## src/rtl/alu_pkg.sv

```systemverilog
// rtl/alu_pkg.sv - shared types and constants for the ALU arbiter
package alu_pkg;

    typedef enum logic [2:0] {
        ALU_ADD    = 3'b000,
        ALU_SUB    = 3'b001,
        ALU_AND    = 3'b010,
        ALU_ORR    = 3'b011,
        ALU_XOR    = 3'b100,
        ALU_NOT    = 3'b101,
        ALU_PASS_A = 3'b110,
        ALU_PASS_B = 3'b111
    } alu_op_t;

    // Bit positions inside the {N,Z,C,V} flag nibble.
    localparam int FLAG_N = 3;
    localparam int FLAG_Z = 2;
    localparam int FLAG_C = 1;
    localparam int FLAG_V = 0;

    typedef enum logic [1:0] {
        IDLE  = 2'd0,
        ISSUE = 2'd1,
        RESP  = 2'd2
    } arb_state_t;

endpackage

```

## src/rtl/rr_arbiter2.sv

```systemverilog
// rtl/rr_arbiter2.sv - two-way requester pick; ALU_ARB_FIXED_PRIO_EN selects fixed priority
import alu_pkg::*;

module rr_arbiter2 (
    input  logic [1:0] valid,
    input  logic       last_grant,
    input  logic       advance,
    output logic [1:0] grant
);

`ifdef ALU_ARB_FIXED_PRIO_EN
    logic unused_last_grant;
    assign unused_last_grant = last_grant;
`endif

    always_comb begin
        grant = 2'b00;
        if (advance) begin
            case (valid)
                2'b01: grant = 2'b01;
                2'b10: grant = 2'b10;
`ifdef ALU_ARB_FIXED_PRIO_EN
                2'b11: grant = 2'b01;
`else
                // On a tie the requester that did not win last time goes first.
                2'b11: grant = last_grant ? 2'b01 : 2'b10;
`endif
                default: grant = 2'b00;
            endcase
        end
    end

endmodule

```

## src/rtl/alu_arbiter.sv

```systemverilog
// rtl/alu_arbiter.sv - shares one ALU between two requesters; ALU_ARB_FIXED_PRIO_EN selects fixed priority
import alu_pkg::*;

module alu_arbiter #(
    parameter int WIDTH = 32
) (
    input  logic             clk,
    input  logic             reset,
    input  logic             req0_valid,
    output logic             req0_ready,
    input  logic [2:0]       req0_op,
    input  logic [WIDTH-1:0] req0_a,
    input  logic [WIDTH-1:0] req0_b,
    input  logic             req0_set_flags,
    input  logic             req1_valid,
    output logic             req1_ready,
    input  logic [2:0]       req1_op,
    input  logic [WIDTH-1:0] req1_a,
    input  logic [WIDTH-1:0] req1_b,
    input  logic             req1_set_flags,
    output logic [2:0]       alu_op,
    output logic [WIDTH-1:0] alu_a,
    output logic [WIDTH-1:0] alu_b,
    input  logic [WIDTH-1:0] alu_result,
    input  logic [3:0]       alu_flags,
    output logic             rsp_valid,
    input  logic             rsp_ready,
    output logic             rsp_id,
    output logic [WIDTH-1:0] rsp_result,
    output logic [3:0]       cpsr
);

    arb_state_t       state_q;
    alu_op_t          op_q, op_d;
    logic [WIDTH-1:0] a_q, a_d, b_q, b_d;
    logic             set_flags_q, set_flags_d;
    logic             id_q;
    logic             rsp_id_q;
    logic [WIDTH-1:0] rsp_result_q;
    logic [3:0]       cpsr_q;
    logic             last_grant;
    logic             accept_window;
    logic [1:0]       grant;
    logic             accept;
    logic             pick;

    // A new op may enter only when nothing is in flight and any held response is leaving.
    assign accept_window = !reset &&
                           ((state_q == IDLE) || ((state_q == RESP) && rsp_ready));

`ifdef ALU_ARB_FIXED_PRIO_EN
    assign last_grant = 1'b1;
`else
    logic last_grant_q;
    assign last_grant = last_grant_q;
`endif

    rr_arbiter2 u_arb (
        .valid      ({req1_valid, req0_valid}),
        .last_grant (last_grant),
        .advance    (accept_window),
        .grant      (grant)
    );

    assign accept      = |grant;
    assign pick        = grant[1];
    assign req0_ready  = grant[0];
    assign req1_ready  = grant[1];

    assign op_d        = pick ? alu_op_t'(req1_op) : alu_op_t'(req0_op);
    assign a_d         = pick ? req1_a : req0_a;
    assign b_d         = pick ? req1_b : req0_b;
    assign set_flags_d = pick ? req1_set_flags : req0_set_flags;

    always_ff @(posedge clk) begin
        if (reset) begin
            state_q      <= IDLE;
            op_q         <= ALU_ADD;
            a_q          <= '0;
            b_q          <= '0;
            set_flags_q  <= 1'b0;
            id_q         <= 1'b0;
            rsp_id_q     <= 1'b0;
            rsp_result_q <= '0;
            cpsr_q       <= 4'b0000;
`ifndef ALU_ARB_FIXED_PRIO_EN
            last_grant_q <= 1'b1;
`endif
        end else begin
            if (accept) begin
                op_q        <= op_d;
                a_q         <= a_d;
                b_q         <= b_d;
                set_flags_q <= set_flags_d;
                id_q        <= pick;
`ifndef ALU_ARB_FIXED_PRIO_EN
                last_grant_q <= pick;
`endif
            end
            case (state_q)
                IDLE: begin
                    if (accept) state_q <= ISSUE;
                end
                ISSUE: begin
                    rsp_result_q <= alu_result;
                    rsp_id_q     <= id_q;
                    if (set_flags_q) cpsr_q <= alu_flags;
                    state_q <= RESP;
                end
                RESP: begin
                    if (rsp_ready) state_q <= accept ? ISSUE : IDLE;
                end
                default: state_q <= IDLE;
            endcase
        end
    end

    // ALU inputs always come from the latch so they stay quiet between ops.
    assign alu_op     = op_q;
    assign alu_a      = a_q;
    assign alu_b      = b_q;
    assign rsp_valid  = (state_q == RESP);
    assign rsp_id     = rsp_id_q;
    assign rsp_result = rsp_result_q;
    assign cpsr       = cpsr_q;

endmodule
```

## config.mk

```make
export PLATFORM = sky130hd
export DESIGN_NAME = alu_arbiter
export DESIGN_NICKNAME = d
export VERILOG_FILES = /design/src/rtl/alu_pkg.sv /design/src/rtl/rr_arbiter2.sv /design/src/rtl/alu_arbiter.sv
export SDC_FILE = /design/constraint.sdc
export NUM_CORES = 1
export LEC_CHECK = 0
export BUFFER_PORTS_ARGS = -buffer_cell sky130_fd_sc_hd__buf_4
export CAP_MARGIN = 30
export CORE_AREA = 3 3 110 112
export CTS_BUF_LIST = sky130_fd_sc_hd__clkbuf_4 sky130_fd_sc_hd__clkbuf_8
export DETAILED_ROUTE_END_ITERATION = 10
export DIE_AREA = 0 0 113 115
export PLACE_DENSITY_LB_ADDON = 0.1
export SETUP_SLACK_MARGIN = 0.3
export SYNTH_ARGS = -nofsm -noshare
export SYNTH_HDL_FRONTEND = slang
export SYNTH_HIERARCHICAL = 1
export SYNTH_SLANG_ARGS = --single-unit
export TNS_END_PERCENT = 50
```

## constraint.sdc

```tcl
create_clock -name clk -period 2.55 [get_ports clk]
set_input_delay 0 -clock clk [delete_from_list [all_inputs] [get_ports clk]]
set_output_delay 0 -clock clk [all_outputs]
set_load 0.03 [all_outputs]
```

Yosys cells after proc, flatten, opt, wreduce, memory -nomap -nowiden
Cells that the tools add are included. Widths: inputs -> output; s select.

Output and inout port bits: 107. Input port bits: 177. Bits in registers: 109. Logic and storage cells: 36.

Reduce and logical (&&, ||, !) cells: 8. Multiplexer cells: 11. Equality and inequality tests: 7.

Operator list (count): $mux 32 (2); $pmux 2 s3 (2); $mux 2 (4); $eq 2x2->1 const B (3); $eq 2x1->1 const B (2); $reduce_and 2->1 (2); $mux 3 (1); $logic_and 1x1->1 (2); $logic_not 2->1 (1); $mux 1 (2); $ne 2x1->1 const B (1); $ne 2x2->1 const B (1); $reduce_or 2->1 (1); $logic_not 1->1 (1); $logic_or 1x1->1 (1).

Longest topological paths before layout
Word-level depth: 9. Depth in mapped cells: 10. Mapped depth without buffers: 7.

Cells and area by module
Netlist, hierarchy kept.

By module, submodules not included: alu_arbiter (area an instance 4855.9 um2, instances 1, cells each 548, sequential area each 2182.1 um2); rr_arbiter2 (area an instance 21.3 um2, instances 1, cells each 5, sequential area each 0.0 um2).

Worst setup path before layout
OpenSTA, ideal clock, no wires.

Path type: reg-to-reg. Start point: register state_q[1]. End point: register a_q[9], in the netlist alu_a[9]. Stages on the path, launching flop included: 10. Slack: 343 ps. Required time: 2436 ps. Arrival time: 2093 ps. Library setup time: 114 ps. Period minus slack after synthesis: 2207 ps. Path buffers: 2. Cell sequence: dfxtp_1 > nor2b_1 > nor3_1 > nand2_1 > a21oi_1 > buf_6 > buf_8 > mux2i_1 > o21ai_1 > and2b_1.

Longest elaborated chain between the ends: 6. Elaborated cells on any way between the ends: 8. Classes of those cells: 1 x eq/ne; 2 x mux; 5 x reduce/logical.

RTL lines: start, declared (line alu_arbiter.sv:33) `arb_state_t state_q;`; start signal, assigned (line alu_arbiter.sv:111) `if (rsp_ready) state_q <= accept ? ISSUE : IDLE;`; $eq 2x2->1 (line alu_arbiter.sv:49) `((state_q == IDLE) || ((state_q == RESP) && rsp_ready));`; $logic_and 1x1->1 (line alu_arbiter.sv:49); $logic_or 1x1->1 (*) (line alu_arbiter.sv:49); $logic_and 1x1->1 (*) (line alu_arbiter.sv:48) `assign accept_window = !reset &&`; named net accept_window (line alu_arbiter.sv:42) `logic accept_window;`; $mux 2 (*) (line rr_arbiter2.sv:18) `if (advance) begin`; named net req0_ready (line alu_arbiter.sv:10) `output logic req0_ready,`; $reduce_or 2->1 (*) (line alu_arbiter.sv:65) `assign accept = |grant;`; end signal, assigned (line alu_arbiter.sv:79) `a_q <= '0;`; end signal, assigned (line alu_arbiter.sv:92) `a_q <= a_d;`; end, declared (line alu_arbiter.sv:35) `logic [WIDTH-1:0] a_q, a_d, b_q, b_d;`.

The timed path passes the listed nets; every way through them passes the cells marked *. A chain may end at the register's enable or synchronous reset.

Final worst setup path
Start point: register state_q[1]. End point: register a_q[15], in the netlist alu_a[15].

Longest elaborated chain between the ends: 6. Elaborated cells on any way between the ends: 8. Classes of those cells: 1 x eq/ne; 2 x mux; 5 x reduce/logical.

RTL lines (line): $eq 2x2->1 (alu_arbiter.sv:49); $logic_and 1x1->1 (alu_arbiter.sv:49); $logic_or 1x1->1 (*) (alu_arbiter.sv:49); $logic_and 1x1->1 (*) (alu_arbiter.sv:48); named net accept_window (alu_arbiter.sv:42); $mux 2 (*) (rr_arbiter2.sv:18); $mux 32 or $reduce_or 2->1 (tied branches) (alu_arbiter.sv:71, alu_arbiter.sv:65).

Marks and branches as above.

==> flow_summary.ini <==
[floorplanning]
die_h_um = 115
start_util = 0.431
die_w_um = 113
ios = 284
dieArea_um2 = 13000
coreArea_um2 = 11300
rows = 39

[timing]
fmax_mhz = 487
fin_crit_ps = 2060
setup_ws_ps = 495
rsz0062_at_grt = false
final.period_utilization = 0.806
final-hold-violation-count = 0
fin_setup_tns_ps = 0
fin_worst_skew_ps = 12.9
drv_slew = 0
setup_viol = 0
tightestPinTransition_ps = 1020
slew-limit-headroom = 0.319

[critical_path]
crit_buf_inv = 1
cp_cell_sequence = nor2b_1, nor3_1, nand2_1, a21oi_4, buf_12, mux2i_1, o21ai_1, and2b_1
cp.arrival_ps = 2320
end_kind = register
path_class = reg -> reg
worstPathMaxFanout = 38
crit_family = simple AND/OR/NAND/NOR gates
required_ps = 2820
max_stage_delay_ps = 350
crit_path_top_delay_cell = dfxtp_1
cp-start-kind = register

[yosys]
synth_top_area_share = 0.447
synthAdderAreaFrac = 0
synth-async-reset-ratio = 0
synth-seq-cells = 109
yosys_warnings = 6
synth_compound_area_frac = 0.115
syn_inst = 553
syn_nets = 730
synth-simple-area-share = 0.224
ys_types = 22
yosysMostFrequentCell = nand2_1
synth_flop_cell = dfxtp_1
ys_top_cells_by_count = 140 x nand2_1, 109 x dfxtp_1, 68 x mux2i_1, 68 x o21ai_1, 61 x and2b_1
ys_seq_area_frac = 0.447
synth_xor_area_frac = 0
synth_top_family_by_area = simple AND/OR/NAND/NOR gates
syn_area_um2 = 4880
synth_edf_count = 0
avgSynthCellArea_um2 = 8.82
synth_area_leader_cell = dfxtp_1
synthMuxAreaShare = 0.140
synth_area_leaders = dfxtp_1 45%, mux2i_1 14%, nand2_1 11%

[global_routing]
grt_overflow_total = 0
grt_pass1_vias = 5428
track_usage = 0.251
antenna_found_initial = 0
grt_start_max_net_pins = 141
grt_pass1_wl_um = 26300

[clock_tree]
clkTransAtPathRegs_ps = 100
clockBufferDepth = 2
numClockSinks = 109
cts_root_buf = clkbuf_8
insertion_delay_ps = 360
post_cts_buffers = 0
h-tree-depth = 3
cts_tree = done
cts_made_buffers = 9

[pwr]
ir_worst_vdd_v = 0.000345
cellPowerDensity_nw_per_um2 = 495
leakage_nw = 3.97

[place]
dp_hpwl_um = 10300
post-place-ws_ps = 560
port_buffers = 283
gp_congestion = 0.771

[drt]
vias = 5371
via_per_inst = 4.86
wl_per_cell_um = 16.1
drc = 0
first_iter_violations = 361
wl_um = 17800
firstDrtPassIters = 5
ant_nets = 0

[finish]
nets = 1133
fill_cells = 746
fin_util = 0.762
drive_gt1_frac = 0.320
multi_input_area_um2 = 2360
area_growth_pct = 76.8
regArea_um2 = 2180

[run]
max-cap-violations = 0

[min_path]
hold_path_class = in -> reg

[status]
status = finished, final reports clean
[layout by cell type, fill, tap and decap left out, types with 3 or more instances in the layout]
master / synthesis / routed
mux2i_1: 68 / 68
dfxtp_1: 109 / 109
nand3_1: 4 / 4
clkbuf_8: 0 / 9
clkinv_2: 0 / 3
nor2b_1: 10 / 10
and2b_1: 61 / 61
buf_4: 2 / 286
dlygate4sd3_1: 0 / 145
a21oi_1: 41 / 39
nand2_1: 140 / 140
o21ai_1: 68 / 68
[routing by layer]
metal / global-route usage / wire length (um) / vias up
met3: 0.0611 / 1270 / 65
met4: 0.148 / 849 / 0
met2: 0.453 / 9070 / 248
met1: 0.266 / 6590 / 2435
met5: 0 / 0 / -
li1: - / - / 2623
[per-stage QoR]
step / instances / instance area, um^2 / hold slack (ps) / power [W]
final: 1106 / 8620 / 13.5 / 0.00427
after floorplan: 553 / 4880 / 136 / 0.00253
after global placement: 942 / 6940 / 247 / 0.00293
after detailed placement: 942 / 6940 / 256 / 0.00295
after CTS: 1103 / 8600 / 0.116 / 0.00427
after global routing: 1104 / 8620 / 10.2 / 0.00445
[kinds of logic after synthesis]
family / count (synthesis)
AO/OA/AOI/OAI: 111
buffers and inverters: 45
flip-flops: 109
multiplexers: 68
AND/OR/NAND/NOR: 220
[final cells by class]
class / instances / area share
well taps: 143 / 0.0208
clock inverters: 5 / 0.00871
inverters: 2 / 0.000871
repair buffers: 435 / 0.426
flip-flops and latches: 109 / 0.253
clock buffers: 11 / 0.0161
diodes: 2 / 0.000580
multi-input cells: 399 / 0.274
[path summary, 6_finish.rpt]
check	start	to	slack, ps	cells past startpoint
max	state_q[1]	alu_a[15]	490	8
min	req0_a[27]	alu_a[27]	10	4
max reg2reg	state_q[1]	alu_a[15]	490	8
min reg2reg	rsp_result[26]	rsp_result[26]	460	2
[worst reg2reg max path, cell delays in order, from the launching register on]
cell	delay (ps)
dfxtp_1	350
nor2b_1	160
nor3_1	260
nand2_1	150
a21oi_4	200
buf_12	290
mux2i_1	280
o21ai_1	100
and2b_1	180
[flip-flops by register name, indices dropped and copies added, names as in the netlist]
register / count
last_grant: 1
alu_a: 32
state_q: 2
set_flags_q: 1
id_q: 1
alu_b: 32
cpsr: 4
rsp_id: 1
rsp_result: 32
alu_op: 3
[report_power, final]
group	switching (W)	internal, W	total, W	leakage (nW)
clock	0.000570	0.000572	0.00114	0.114
sequential	0.0000699	0.00181	0.00188	0.890
combinational	0.000601	0.000641	0.00124	2.97
[what timing repair did]
action | 4_1_cts | 5_1_grt
hold buffers | 145 | 0
gates resized for setup | 0 | 2
setup endpoints to repair | 0 | 1
hold endpoints to repair | 106 | 0
Note: power is estimated with default switching activity, not from simulation.
